### src/rtl/game_pkg.sv
// Shared state encoding, level limits and speed-tier thresholds for the game controller.
// Latency/backpressure: none, declarations only.
package game_pkg;

   typedef enum logic [2:0] {
      ST_IDLE      = 3'd0,
      ST_PLAY      = 3'd1,
      ST_HIT       = 3'd2,
      ST_LEVEL_UP  = 3'd3,
      ST_GAME_OVER = 3'd4
   } state_e;

   localparam int unsigned MAX_LEVEL = 99;
   localparam int unsigned SPEED_T1  = 5;
   localparam int unsigned SPEED_T2  = 10;
   localparam int unsigned SPEED_T3  = 20;
   localparam int unsigned TIMER_W   = 8;

   function automatic logic [1:0] speed_tier(input logic [6:0] level);
      logic [1:0] tier;
      if (level >= 7'(SPEED_T3))      tier = 2'd3;
      else if (level >= 7'(SPEED_T2)) tier = 2'd2;
      else if (level >= 7'(SPEED_T1)) tier = 2'd1;
      else                            tier = 2'd0;
      return tier;
   endfunction

endpackage

### src/rtl/frame_timer.sv
// Counts frame ticks while enabled; flags the terminal tick and every 8th tick.
// Strobes are combinational from the tick of the current cycle; no backpressure.
module frame_timer
   import game_pkg::*;
#(
   parameter int unsigned W = TIMER_W
) (
   input  logic         clk_i,
   input  logic         rst_ni,
   input  logic         clear_i,
   input  logic         en_i,
   input  logic         tick_i,
   input  logic [W-1:0] limit_i,
   output logic         done_o,
   output logic         octet_o
);

   logic [W-1:0] count_q, count_d;
   logic         counting;

   assign counting = en_i && tick_i && !clear_i;

   always_comb begin
      count_d = count_q;
      if (clear_i)       count_d = '0;
      else if (counting) count_d = count_q + 1'b1;
   end

   always_ff @(posedge clk_i or negedge rst_ni) begin
      if (!rst_ni) count_q <= '0;
      else         count_q <= count_d;
   end

   // done fires on the tick that brings the count up to limit_i
   assign done_o  = counting && (count_q == limit_i - 1'b1);
   assign octet_o = counting && (count_q[2:0] == 3'b111);

endmodule

### src/rtl/game_controller.sv
// Game sequencing FSM: IDLE/PLAY/HIT/LEVEL_UP/GAME_OVER with lives, level and speed tier.
// All outputs registered; start edge acts 3 cycles after the raw switch rises; no backpressure.
module game_controller
   import game_pkg::*;
#(
   parameter int unsigned LIVES_INIT = 3,
   parameter int unsigned HIT_FRAMES = 60,
   parameter int unsigned WIN_FRAMES = 30,
   parameter int unsigned GOAL_ROW   = 1
) (
   input  logic       i_Clk,
   input  logic       i_Rst_n,
   input  logic       i_frame_tick,
   input  logic       i_start,
   input  logic       i_collision,
   input  logic [3:0] i_player_y,
   output logic [2:0] o_state,
   output logic [6:0] o_level,
   output logic [1:0] o_lives,
   output logic       o_player_reset,
   output logic       o_car_enable,
   output logic [1:0] o_speed_sel,
   output logic       o_flash
);

   localparam logic [1:0]         LIVES_RST = 2'(LIVES_INIT);
   localparam logic [TIMER_W-1:0] HIT_LIM   = TIMER_W'(HIT_FRAMES);
   localparam logic [TIMER_W-1:0] WIN_LIM   = TIMER_W'(WIN_FRAMES);

   logic   start_s1_q, start_s2_q, start_s3_q;
   logic   start_edge;
   state_e state_q;
   logic [6:0] level_q;
   logic [1:0] lives_q;
   logic       player_reset_q, car_en_q, flash_q;
   logic [1:0] speed_q;

   logic [6:0] level_d;
   logic [1:0] lives_d;
   logic       goal;
   logic       timer_en, timer_clear, timer_done, timer_octet;
   logic [TIMER_W-1:0] timer_limit;

   always_ff @(posedge i_Clk or negedge i_Rst_n) begin
      if (!i_Rst_n) begin
         start_s1_q <= 1'b0;
         start_s2_q <= 1'b0;
         start_s3_q <= 1'b0;
      end else begin
         start_s1_q <= i_start;
         start_s2_q <= start_s1_q;
         start_s3_q <= start_s2_q;
      end
   end

   assign start_edge = start_s2_q && !start_s3_q;
   assign goal       = (i_player_y == 4'(GOAL_ROW));
   assign level_d    = (level_q == 7'(MAX_LEVEL)) ? 7'd0 : level_q + 7'd1;
   assign lives_d    = (lives_q == 2'd0) ? 2'd0 : lives_q - 2'd1;

   // The counter sits at zero outside HIT/LEVEL_UP, so it is clear on entry.
   assign timer_en    = (state_q == ST_HIT) || (state_q == ST_LEVEL_UP);
   assign timer_clear = !timer_en;
   assign timer_limit = (state_q == ST_HIT) ? HIT_LIM : WIN_LIM;

   frame_timer #(.W(TIMER_W)) u_frame_timer (
      .clk_i   (i_Clk),
      .rst_ni  (i_Rst_n),
      .clear_i (timer_clear),
      .en_i    (timer_en),
      .tick_i  (i_frame_tick),
      .limit_i (timer_limit),
      .done_o  (timer_done),
      .octet_o (timer_octet)
   );

   always_ff @(posedge i_Clk or negedge i_Rst_n) begin
      if (!i_Rst_n) begin
         state_q        <= ST_IDLE;
         level_q        <= 7'd0;
         lives_q        <= LIVES_RST;
         player_reset_q <= 1'b0;
         car_en_q       <= 1'b0;
         flash_q        <= 1'b0;
         speed_q        <= 2'd0;
      end else begin
         player_reset_q <= 1'b0;
         case (state_q)
            ST_IDLE: begin
               level_q  <= 7'd0;
               lives_q  <= LIVES_RST;
               speed_q  <= 2'd0;
               flash_q  <= 1'b0;
               car_en_q <= 1'b0;
               if (start_edge) begin
                  state_q        <= ST_PLAY;
                  player_reset_q <= 1'b1;
                  car_en_q       <= 1'b1;
               end
            end
            ST_PLAY: begin
               // collision wins over reaching the goal row in the same cycle
               if (i_collision) begin
                  state_q  <= ST_HIT;
                  lives_q  <= lives_d;
                  car_en_q <= 1'b0;
                  flash_q  <= 1'b1;
               end else if (goal) begin
                  state_q  <= ST_LEVEL_UP;
                  level_q  <= level_d;
                  speed_q  <= speed_tier(level_d);
                  car_en_q <= 1'b0;
               end
            end
            ST_HIT: begin
               if (timer_done) begin
                  flash_q <= 1'b0;
                  if (lives_q == 2'd0) begin
                     state_q <= ST_GAME_OVER;
                  end else begin
                     state_q        <= ST_PLAY;
                     player_reset_q <= 1'b1;
                     car_en_q       <= 1'b1;
                  end
               end else if (timer_octet) begin
                  flash_q <= !flash_q;
               end
            end
            ST_LEVEL_UP: begin
               if (timer_done) begin
                  state_q        <= ST_PLAY;
                  player_reset_q <= 1'b1;
                  car_en_q       <= 1'b1;
               end
            end
            ST_GAME_OVER: begin
               lives_q  <= 2'd0;
               car_en_q <= 1'b0;
               if (start_edge) begin
                  state_q <= ST_IDLE;
                  level_q <= 7'd0;
                  lives_q <= LIVES_RST;
                  speed_q <= 2'd0;
               end
            end
            default: begin
               state_q  <= ST_IDLE;
               car_en_q <= 1'b0;
               flash_q  <= 1'b0;
            end
         endcase
      end
   end

   assign o_state        = state_q;
   assign o_level        = level_q;
   assign o_lives        = lives_q;
   assign o_player_reset = player_reset_q;
   assign o_car_enable   = car_en_q;
   assign o_speed_sel    = speed_q;
   assign o_flash        = flash_q;

endmodule
### config.mk
export PLATFORM = sky130hd
export DESIGN_NAME = game_controller
export DESIGN_NICKNAME = d
export VERILOG_FILES = /design/src/rtl/game_pkg.sv /design/src/rtl/frame_timer.sv /design/src/rtl/game_controller.sv
export SDC_FILE = /design/constraint.sdc
export NUM_CORES = 1
export LEC_CHECK = 0
export ABC_AREA = 1
export BUFFER_PORTS_ARGS = -buffer_cell sky130_fd_sc_hd__buf_2
export CAP_MARGIN = 30
export CORE_UTILIZATION = 25
export CTS_BUF_LIST = sky130_fd_sc_hd__clkbuf_16
export DETAILED_ROUTE_END_ITERATION = 10
export GPL_TIMING_DRIVEN = 1
export SLEW_MARGIN = 20
export SYNTH_ARGS = -nofsm -noshare
export SYNTH_HDL_FRONTEND = slang
export SYNTH_HIERARCHICAL = 1
export SYNTH_SLANG_ARGS = --single-unit
### constraint.sdc
create_clock -name i_Clk -period 2.9 [get_ports i_Clk]
set_input_delay 0.145 -clock i_Clk [delete_from_list [all_inputs] [get_ports i_Clk]]
set_output_delay 0.145 -clock i_Clk [all_outputs]
set_load 0.005 [all_outputs]
Yosys cells after proc, flatten, opt, wreduce, memory -nomap -nowiden
Index checks and enable logic that the tools add are counted.
{"block": "word_totals", "regBits": 28, "inputBits": 9, "output_inout_bits": 17, "wordCells": 97}
{"block": "classes", "addsub": 4, "magnitude_cmp": 3, "n_eq_ne": 19, "n_mux": 42, "bitwise": 1, "reduce_logical": 17}
{"op": "7-bit 2-to-1 mux", "n": 4}
{"op": "3-bit 2-to-1 mux", "n": 7}
{"op": "7-bit case mux with 3 select lines", "n": 1}
{"op": "2-bit != test (second input constant)", "n": 9}
{"op": "2-bit 2-to-1 mux", "n": 8}
{"op": "8-bit 2-to-1 mux", "n": 2}
{"op": "3-bit case mux with 5 select lines", "n": 1}
{"op": "1-bit 2-to-1 mux", "n": 13}
{"op": "2-bit case mux with 3 select lines", "n": 2}
{"op": "8-bit by 1-bit adder with 8-bit output (second input constant)", "n": 1}
{"op": "8-bit equality test", "n": 1}
{"op": "4-bit AND reduction", "n": 2}
{"op": "7-bit by 1-bit adder with 7-bit output (second input constant)", "n": 1}
{"op": "7-bit equality test (second input constant)", "n": 1}
{"op": "7-bit by 3-bit >= comparator with 1-bit output (second input constant)", "n": 1}
{"op": "7-bit by 4-bit >= comparator with 1-bit output (second input constant)", "n": 1}
{"op": "7-bit by 5-bit >= comparator with 1-bit output (second input constant)", "n": 1}
{"op": "6-bit by 1-bit subtractor with 7-bit output (second input constant)", "n": 1}
{"op": "3-bit by 2-bit equality test with 1-bit output (second input constant)", "n": 2}
{"op": "3-bit equality test (second input constant)", "n": 2}
{"op": "6-bit 2-to-1 mux", "n": 1}
{"op": "3-bit != test (second input constant)", "n": 2}
{"op": "1-bit case mux with 3 select lines", "n": 2}
{"op": "1-bit logical AND", "n": 5}
{"op": "14 further kinds", "n": 15}

Depth between registers and ports, before layout
Gate-level depths: netlist (run 1).
{"block": "logic_depth", "word_depth": 9, "ltp_mapped": 20, "depth_no_buf": 20}

Modules after synthesis
The synthesis (run 1) kept the hierarchy.
{"mod": "game_controller", "n_inst": 1, "cells_per_inst": 153, "area_each_um2": 1148.6, "seq_area_each_um2": 503.0}
{"mod": "frame_timer", "n_inst": 1, "cells_per_inst": 124, "area_each_um2": 752.0, "seq_area_each_um2": 200.2}

Worst setup path after synthesis (run 1)
Ideal clock, no wire load.
{"block": "synth_path", "kind": "register to register", "startpoint": "register state_q[1] (netlist: o_state[1])", "endpoint": "register state_q[2] (netlist: o_state[2])", "setup_ns": 0.133, "t_arrival_ns": 2.137, "required_ns": 2.767, "slack_ns": 0.630, "path_stages_with_launch": 19, "n_path_buf": 0, "synth_period_minus_slack_ns": 2.270, "path_cell_list": "dfrtp_1 > inv_1 > nor2_1 > nand2_1 > inv_1 > ha_1 > nand2_1 > nand3_1 > nand2_1 > nor2_1 > nand2_1 > nor2_1 > nand2_1 > nor2_1 > inv_1 > nand2_1 > o211ai_1 > nor2_1 > a21oi_1"}
{"block": "synth_via", "elab_chain_cells": 7, "word_cells_on_any_way": 19, "cone_classes": "add/sub: 1; eq/ne: 10; mux: 2; reduce/logical: 6"}
{"element": "from (decl)", "line": "game_controller.sv:32", "text": "state_e state_q;"}
{"element": "from (signal assigned)", "line": "game_controller.sv:79", "text": "state_q <= ST_IDLE;"}
{"element": "from (signal assigned)", "line": "game_controller.sv:96", "text": "state_q <= ST_PLAY;"}
{"element": "from (signal assigned)", "line": "game_controller.sv:104", "text": "state_q <= ST_HIT;"}
{"element": "3-bit by 2-bit equality test with 1-bit output", "line": "game_controller.sv:62", "text": "assign timer_en = (state_q == ST_HIT) || (state_q == ST_LEVEL_UP);"}
{"element": "1-bit logical OR (*)", "line": "game_controller.sv:62"}
{"element": "via timer_en", "line": "game_controller.sv:41", "text": "logic timer_en, timer_clear, timer_done, timer_octet;"}
{"element": "1-bit logical AND", "line": "frame_timer.sv:21", "text": "assign counting = en_i && tick_i && !clear_i;"}
{"element": "1-bit logical AND (*)", "line": "frame_timer.sv:21"}
{"element": "1-bit logical AND (*)", "line": "frame_timer.sv:35", "text": "assign done_o = counting && (count_q == limit_i - 1'b1);"}
{"element": "via timer_done", "line": "game_controller.sv:41"}
{"element": "2-bit != test (no line)"}
{"element": "5-bit AND reduction (no line) (*)"}
The timed path passes the listed nets; every way through them passes the cells marked *.
A chain may end at the register's enable or synchronous reset.

Worst setup path in the final report (run 1)
{"block": "layout_path", "startpoint": "register state_q[2] (netlist: o_state[2])", "endpoint": "register state_q[1] (netlist: o_state[1])"}
The elaborated chain is that of the path after synthesis.

==> summary.md, run 1 <==
| Metric | Value |
|---|---|
| Status | complete, no violations |
| WP buf/inv | 2 |
| Row Count | 31 |
| Global-route wire length before repair | 7445 um |
| Clock transition at the registers of the reported paths | 0.07 ns |
| Initial Util | 26.06% |
| CORE AREA | 7292 um2 |
| Crit path time final | 2.338 ns |
| Drt wl/cell | 9.713 um |
| Area fraction in and, or, nand and nor cells after synthesis | 35.81% |
| Number of synthesis warnings | 6 |
| Post-synthesis compound-gate area fraction | 11.78% |
| Port buffer count | 25 |
| Layout Nets | 341 |
| Number of global-route vias before repair | 1676 |
| Die area | 7955 um2 |
| Hold buffer count at cts | 2 |
| Final core utilization | 32.12% |
| Vias per inst | 4.179 |
| Drt pass-1 iters | 4 |
| P&R area growth vs syn | 23.24% |
| Synth area leader | dfrtp_1 |
| Worst r2r src | o_state[2] |
| Xor/xnor share of the synthesized area | 1.843% |
| Die span in x | 89.19 um |
| Most frequent CP cell | nand2_1 |
| Critical path cell sequence | nor2_1 > nand2_1 > inv_1 > ha_1 > nand2_1 > nand3_1 > nand2_1 > nor2_1 > nand2_1 > nor2_1 > nand2_1 > nor2_1 > inv_1 > nand2_1 > o211ai_1 > o21ai_0 |
| Power Density | 639.7 nW/um2 |
| Gr ovfl total | 0 |
| CP Max Fanout | 5 |
| Max VDD drop | 284.1 uV |
| Final setup viols | 0 |
| Top-count cell post-synth | nand2_1 |
| Seq/Total Area, Yosys | 37.00% |
| Fin. Hold Viols | 0 |
| Hold WC Path Type | primary input to flop |
| Number of flops mapped to enable cells by yosys | 0 |
| Fin Clk Skew | 0.006710 ns |
| I/O pin count | 26 |
| Combinational family with the most area after synthesis | simple AND/OR/NAND/NOR gates |
| Top-area cell type share of the netlist area | 34.23% |
| Setup Crit Path Kind | flop to flop |
| Routed WL | 4128 um |
| CP max stage cell | dfrtp_1 |
| Worst setup EP type | flop |
| Number of max-cap violations | 0 |
| CP Launch Type | flop |
| Cells taking the most area after synthesis | dfrtp_1 34%, nand2_1 16%, inv_1 8.3%, nand3_1 5.5%, nor2_1 5.5% |
| Overall via count from detail_route | 1776 |
| Clock Sink Count | 28 |
| Worst path depth | 16 |
| Leak pwr | 1.246 nW |
| Crit path max-delay family | simple AND/OR/NAND/NOR gates |
| Peak Freq | 427.7 MHz |
| Layout fillers | 802 |
| Synth unique cells | 36 |
| Mapped Area | 1901 um2 |
| Remaining DRCs | 0 |
| Main flop type after synthesis | dfrtp_1 |
| Inserted Diodes | 0 |
| R2r setup slk | 0.56 ns |
| #FFs+latches synth | 28 |
| Critical Path Source | o_state[2] |
| Post-CTS setup buffer count | 0 |
| Worst-Margin Slew | 0.6604 ns |
| Post-Synth Adder-Cell Area | 3.292% |
| Syn Inst Count | 277 |
| H-tree lvl count | 1 |
| 1st-iter DRT viols | 61 |
| Syn_area_per_cell | 6.861 um2 |
| Layout cell share with drive strength beyond 1 | 15.34% |
| Initial antenna violation count | 0 |
| Hold Startpoint | i_frame_tick |
| Max Slew Vio Count | 0 |
| Final Power | 1.498 mW |
| Crit path to | o_state[1] |
| CP required | 3.08 ns |
| CP peak stage delay | 0.44 ns |
| Setup TNS Final | 0 ns |
| Async set-or-reset flop fraction in the synthesized netlist | 100.0% |
| CTS tree | done |
| Total track usage | 11.87% |
| Clock Path Buffers | 2 |
| Worst path arrival time | 2.52 ns |
| CTS resizes | 0 |
| R2R depth | 16 |
| Root buffer cell | clkbuf_16 |
| Gpl congestion | 0.8159 |
| Die height | 89.19 um |
| Most frequent cells after synthesis | 82 x nand2_1, 42 x inv_1, 28 x nor2_1 |
| RSZ-0062 raised after global routing | no |
| DP HPWL | 3259 um |
| Final period util | 80.62% |
| TritonCTS Buffers | 3 |
| Final ANT Viol Nets | 0 |
| Largest net degree at the start of global routing | 29 |
| Worst skew pair latency | 0.27 ns |
| Post-synthesis mux area share | 0% |
| Worst R2R End | o_state[1] |
| Relative slew slack | 55.97% |
==> cells by family (layout without fill, tap and decap cells) <==
group,Yosys count,after routing
XOR/XNOR,4,4
AO/OA/AOI/OAI,38,38
adder cells (fa/ha/maj),5,5
flip-flops,28,28
AND/OR/NAND/NOR,152,152
buffers and inverters,48,79
other,2,20
==> worst reg2reg max path, delay by kind of cell, from the launching register on <==
kind / cells / cell delay [ns]
adder cells (fa/ha/maj): 1 / 0.21
flip-flops: 1 / 0.44
AO/OA/AOI/OAI: 2 / 0.40
buffers and inverters: 2 / 0.13
AND/OR/NAND/NOR: 11 / 1.04
==> layout make-up <==
class	count	area [um2]	area share, %
Inverter	47	180.2	7.692
Tap cell	99	123.9	5.288
Sequential cell	28	703.2	30.02
Clock buffer	3	75.07	3.205
Timing Repair Buffer	28	152.6	6.517
Multi-Input combinational cell	219	1077	45.99
Clock inverter	1	30.03	1.282
==> report_power, final <==
part           total (mW)  leakage, nW  switching, mW  internal, mW
logic               0.559        0.824          0.357         0.202
registers           0.525        0.370         0.0634         0.461
clock network       0.414       0.0511          0.139         0.275
total                1.50         1.25          0.560         0.938
==> placed cells by master, fill, tap and decap left out, types with 3 or more instances in the layout <==
cell / synthesis / routed
conb_1: 2 / 20
o21ai_1: 8 / 8
a21oi_1: 10 / 10
o21ai_0: 12 / 12
nand2_1: 82 / 82
clkbuf_16: 0 / 3
nor2_1: 28 / 28
nor2_2: 3 / 3
ha_1: 5 / 5
buf_2: 0 / 25
nand3_1: 21 / 21
dfrtp_1: 26 / 26
inv_2: 3 / 3
inv_1: 42 / 42
nor3_1: 5 / 5
==> state kept, by name (all words and copies together) (netlist names) <==
name	cells
o_car_enable	1
o_flash	1
o_level	7
o_lives	2
o_player_reset	1
o_speed_sel	2
o_state	3
start_s1_q	1
start_s2_q	1
start_s3_q	1
u_frame_timer/count_q	8
==> stage by stage <==
step / area [um2] / instances / setup slack [ns] / hold WS, ns
after floorplan: 1968 / 295 / 0.6297 / -0.1506
after global placement: 2217 / 419 / 0.6660 / 0.2102
after detailed placement: 2217 / 419 / 0.5690 / 0.2171
after CTS: 2342 / 425 / 0.5469 / 0.2570
after global routing: 2342 / 425 / 0.1661 / 0.2847
final: 2342 / 425 / 0.5621 / 0.2524
==> layer usage <==
layer / global-route usage [%] / up-vias / routed length [um] / part of all wire [%]
li1: - / 952 / - / -
met1: 15.35 / 796 / 2012 / 49
met2: 20.61 / 23 / 1962 / 48
met3: 2.216 / 5 / 124 / 3.0
met4: 2.597 / 0 / 29 / 0.70
met5: 0 / - / 0 / 0
==> worst min path at each step <==
stage	cells past startpoint	slack, ns	end
2_1_floorplan	0	-0.15	o_car_enable
3_3_place_gp	1	0.21	o_level[0]
3_5_place_dp	1	0.22	o_level[0]
4_1_cts	4	0.26	o_lives[1]
5_1_grt	4	0.28	u_frame_timer/count_q[1]
6_report	4	0.25	u_frame_timer/count_q[1]
Power figures use the tool's default switching activity.
==> run 2, diff against run 1 <==
==> constraint.sdc (replaced) <==
create_clock -name i_Clk -period 2.1 [get_ports i_Clk]
set_input_delay 0.105 -clock i_Clk [delete_from_list [all_inputs] [get_ports i_Clk]]
set_output_delay 0.105 -clock i_Clk [all_outputs]
set_load 0.005 [all_outputs]
==> run 2 against run 1 <==
Effect of this change:
- design area rose by 4.2%
- utilization rose by 1.3 points
- clock skew fell by 0.0036 ns
- critical path type unchanged
- largest cell class unchanged
==> summary.md, run 2 (synthesized netlist as in run 1, its figures left out) <==
| Metric | Value |
|---|---|
| Status | complete, no violations (unchanged) |
| Critical Path Source | o_state[1] (was o_state[2]) |
| Peak Freq | 481.3 MHz (was 427.7 MHz) |
| I/O pin count | 26 (unchanged) |
| Setup Crit Path Kind | flop to flop (unchanged) |
| Max VDD drop | 402.5 uV (was 284.1 uV) |
| TritonCTS Buffers | 3 (unchanged) |
| Total track usage | 11.53% (was 11.87%) |
| Die span in x | 89.19 um (unchanged) |
| Vias per inst | 4.188 (was 4.179) |
| Most flop-heavy register | u_frame_timer/count_q (unchanged) |
| CP required | 2.23 ns (was 3.08 ns) |
| CORE AREA | 7292 um2 (unchanged) |
| Crit path time final | 2.078 ns (was 2.338 ns) |
| CTS tree | done (unchanged) |
| Worst-Margin Slew | 0.6572 ns (was 0.6604 ns) |
| WP buf/inv | 3 (was 2) |
| H-tree lvl count | 1 (unchanged) |
| CP Launch Type | flop (unchanged) |
| Critical path cell sequence | inv_2 > nor2_4 > nand2_2 > inv_2 > ha_4 > xor2_1 > nand2_1 > nor2_1 > nand2_1 > nor2_1 > nand2_1 > nor2_2 > inv_1 > nand2_2 > o211ai_1 > nor2_1 > a21oi_1 (was nor2_1 > nand2_1 > inv_1 > ha_1 > nand2_1 > nand3_1 > nand2_1 > nor2_1 > nand2_1 > nor2_1 > nand2_1 > nor2_1 > inv_1 > nand2_1 > o211ai_1 > o21ai_0) |
| Clock Path Buffers | 2 (unchanged) |
| Final ANT Viol Nets | 0 (unchanged) |
| Layout Nets | 352 (was 341) |
| Final setup viols | 0 (unchanged) |
| Pre-CTS setup slack | 0.02283 ns (was 0.5690 ns) |
| Remaining DRCs | 0 (unchanged) |
| Die height | 89.19 um (unchanged) |
| Gpl congestion | 0.8119 (was 0.8159) |
| Worst r2r src | o_state[1] (was o_state[2]) |
| Die area | 7955 um2 (unchanged) |
| CP max stage cell | dfrtp_1 (unchanged) |
| Root buffer cell | clkbuf_16 (unchanged) |
| Gr ovfl total | 0 (unchanged) |
| Clock Sink Count | 28 (unchanged) |
| Fin. Hold Viols | 0 (unchanged) |
| Final period util | 98.94% (was 80.62%) |
| Drt pass-1 iters | 4 (unchanged) |
| Number of max-cap violations | 0 (unchanged) |
| Max Slew Vio Count | 0 (unchanged) |
| Final Power | 2.057 mW (was 1.498 mW) |
| Worst path arrival time | 2.21 ns (was 2.52 ns) |
| 1st-iter DRT viols | 74 (was 61) |
| RSZ-0062 raised after global routing | yes (was no) |
| Worst skew pair latency | 0.26 ns (was 0.27 ns) |
| Max reg flops | 8 (unchanged) |
| Port buffer count | 25 (unchanged) |
| Row Count | 31 (unchanged) |
| CP Max Fanout | 5 (unchanged) |
| Crit path max-delay family | simple AND/OR/NAND/NOR gates (unchanged) |
| Hold Startpoint | i_collision (was i_frame_tick) |
| Commonest non-fill, non-tap cells in the layout | 80 x nand2_1, 40 x inv_1, 26 x nor2_1, 26 x dfrtp_1, 25 x buf_2 (was 82 x nand2_1, 42 x inv_1, 28 x nor2_1) |
| Fin Clk Skew | 0.003145 ns (was 0.006710 ns) |
| R2R depth | 17 (was 16) |
| Worst path depth | 17 (was 16) |
| Power Density | 843.3 nW/um2 (was 639.7 nW/um2) |
| Routed WL | 4156 um (was 4128 um) |
| Relative slew slack | 56.19% (was 55.97%) |
| Clock transition at the registers of the reported paths | 0.07 ns (about the same) |
| P&R area growth vs syn | 28.37% (was 23.24%) |
| Hold WC Path Type | primary input to flop (unchanged) |
| Global-route wire length before repair | 7334 um (was 7445 um) |
| CP peak stage delay | 0.39 ns (was 0.44 ns) |
| Layout cell share with drive strength beyond 1 | 20.77% (was 15.34%) |
| Drt wl/cell | 9.532 um (was 9.713 um) |
| Overall via count from detail_route | 1826 (was 1776) |
| Hold Path Depth | 3 (was 4) |
| Most common cell after layout, fill and taps aside | nand2_1 (unchanged) |
| Inserted Diodes | 0 (unchanged) |
| Number of global-route vias before repair | 1692 (was 1676) |
| Initial antenna violation count | 0 (unchanged) |
| DP HPWL | 3310 um (was 3259 um) |
| Final worst slack | 0.02219 ns (was 0.5621 ns) |
| Layout fillers | 819 (was 802) |
| Largest net degree at the start of global routing | 29 (unchanged) |
| Worst setup EP type | flop (unchanged) |
| Initial Util | 26.06% (unchanged) |
| Leak pwr | 1.291 nW (was 1.246 nW) |
[run 2: worst min-delay path: stages]
cell and delay (ns):
buf_2 0.09, a21oi_1 0.10, a21oi_1 0.15
[run 2: metal layers]
layer,vias to the layer above,GRT usage (%),wire length [um]
met1,801,15.62,2116
met5,-,0,0
met4,0,3.319,25
met3,2,1.293,115
li1,986,-,-
met2,37,19.43,1899
[run 2: worst paths after layout]
path | slack [ns] | end
worst min-delay path | 0.23 | o_lives[0]
worst max register to register | 0.02 | o_state[2]
worst max-delay path | 0.02 | o_state[2]
worst min register to register | 0.35 | start_s2_q
max in group asynchronous | 1.27 | o_player_reset
min in group asynchronous | 0.41 | start_s3_q
[run 2: through the flow]
stage	hold WS [ns]	TNS, ns	std cells	utilization (%)	cell area, um2
after floorplan	-0.1906	0	295	-	1993
after global placement	0.1726	0	428	31.67	2310
after detailed placement	0.1746	0	428	31.67	2310
after CTS	0.2278	0	434	33.03	2409
after global routing	0.2537	-0.8663	436	33.46	2440
final	0.2272	0	436	33.46	2440
[run 2: area by class of cell]
cell class	count	area (um2)	area share, %
sequential	28	703.2	28.82
inverter	47	180.2	7.385
multi-input combinational	219	1119	45.85
timing repair buffer	39	235.2	9.641
clock inverter	1	3.754	0.1538
clock buffer	3	75.07	3.077
tap	99	123.9	5.077
[run 2: where the power goes]
| part | total, mW | switching (mW) | internal [mW] |
|---|---|---|---|
| clock | 0.437 | 0.182 | 0.255 |
| combinational | 0.916 | 0.559 | 0.357 |
| sequential | 0.705 | 0.0672 | 0.637 |
[run 2: timing repair]
| action | CTS | global route |
|---|---|---|
| gates resized for setup | 0 | 4 |
| setup buffers | 0 | 2 |
| hold buffers | 2 | 0 |
| hold endpoints to repair | 27 | 0 |
| setup endpoints to repair | 0 | 6 |
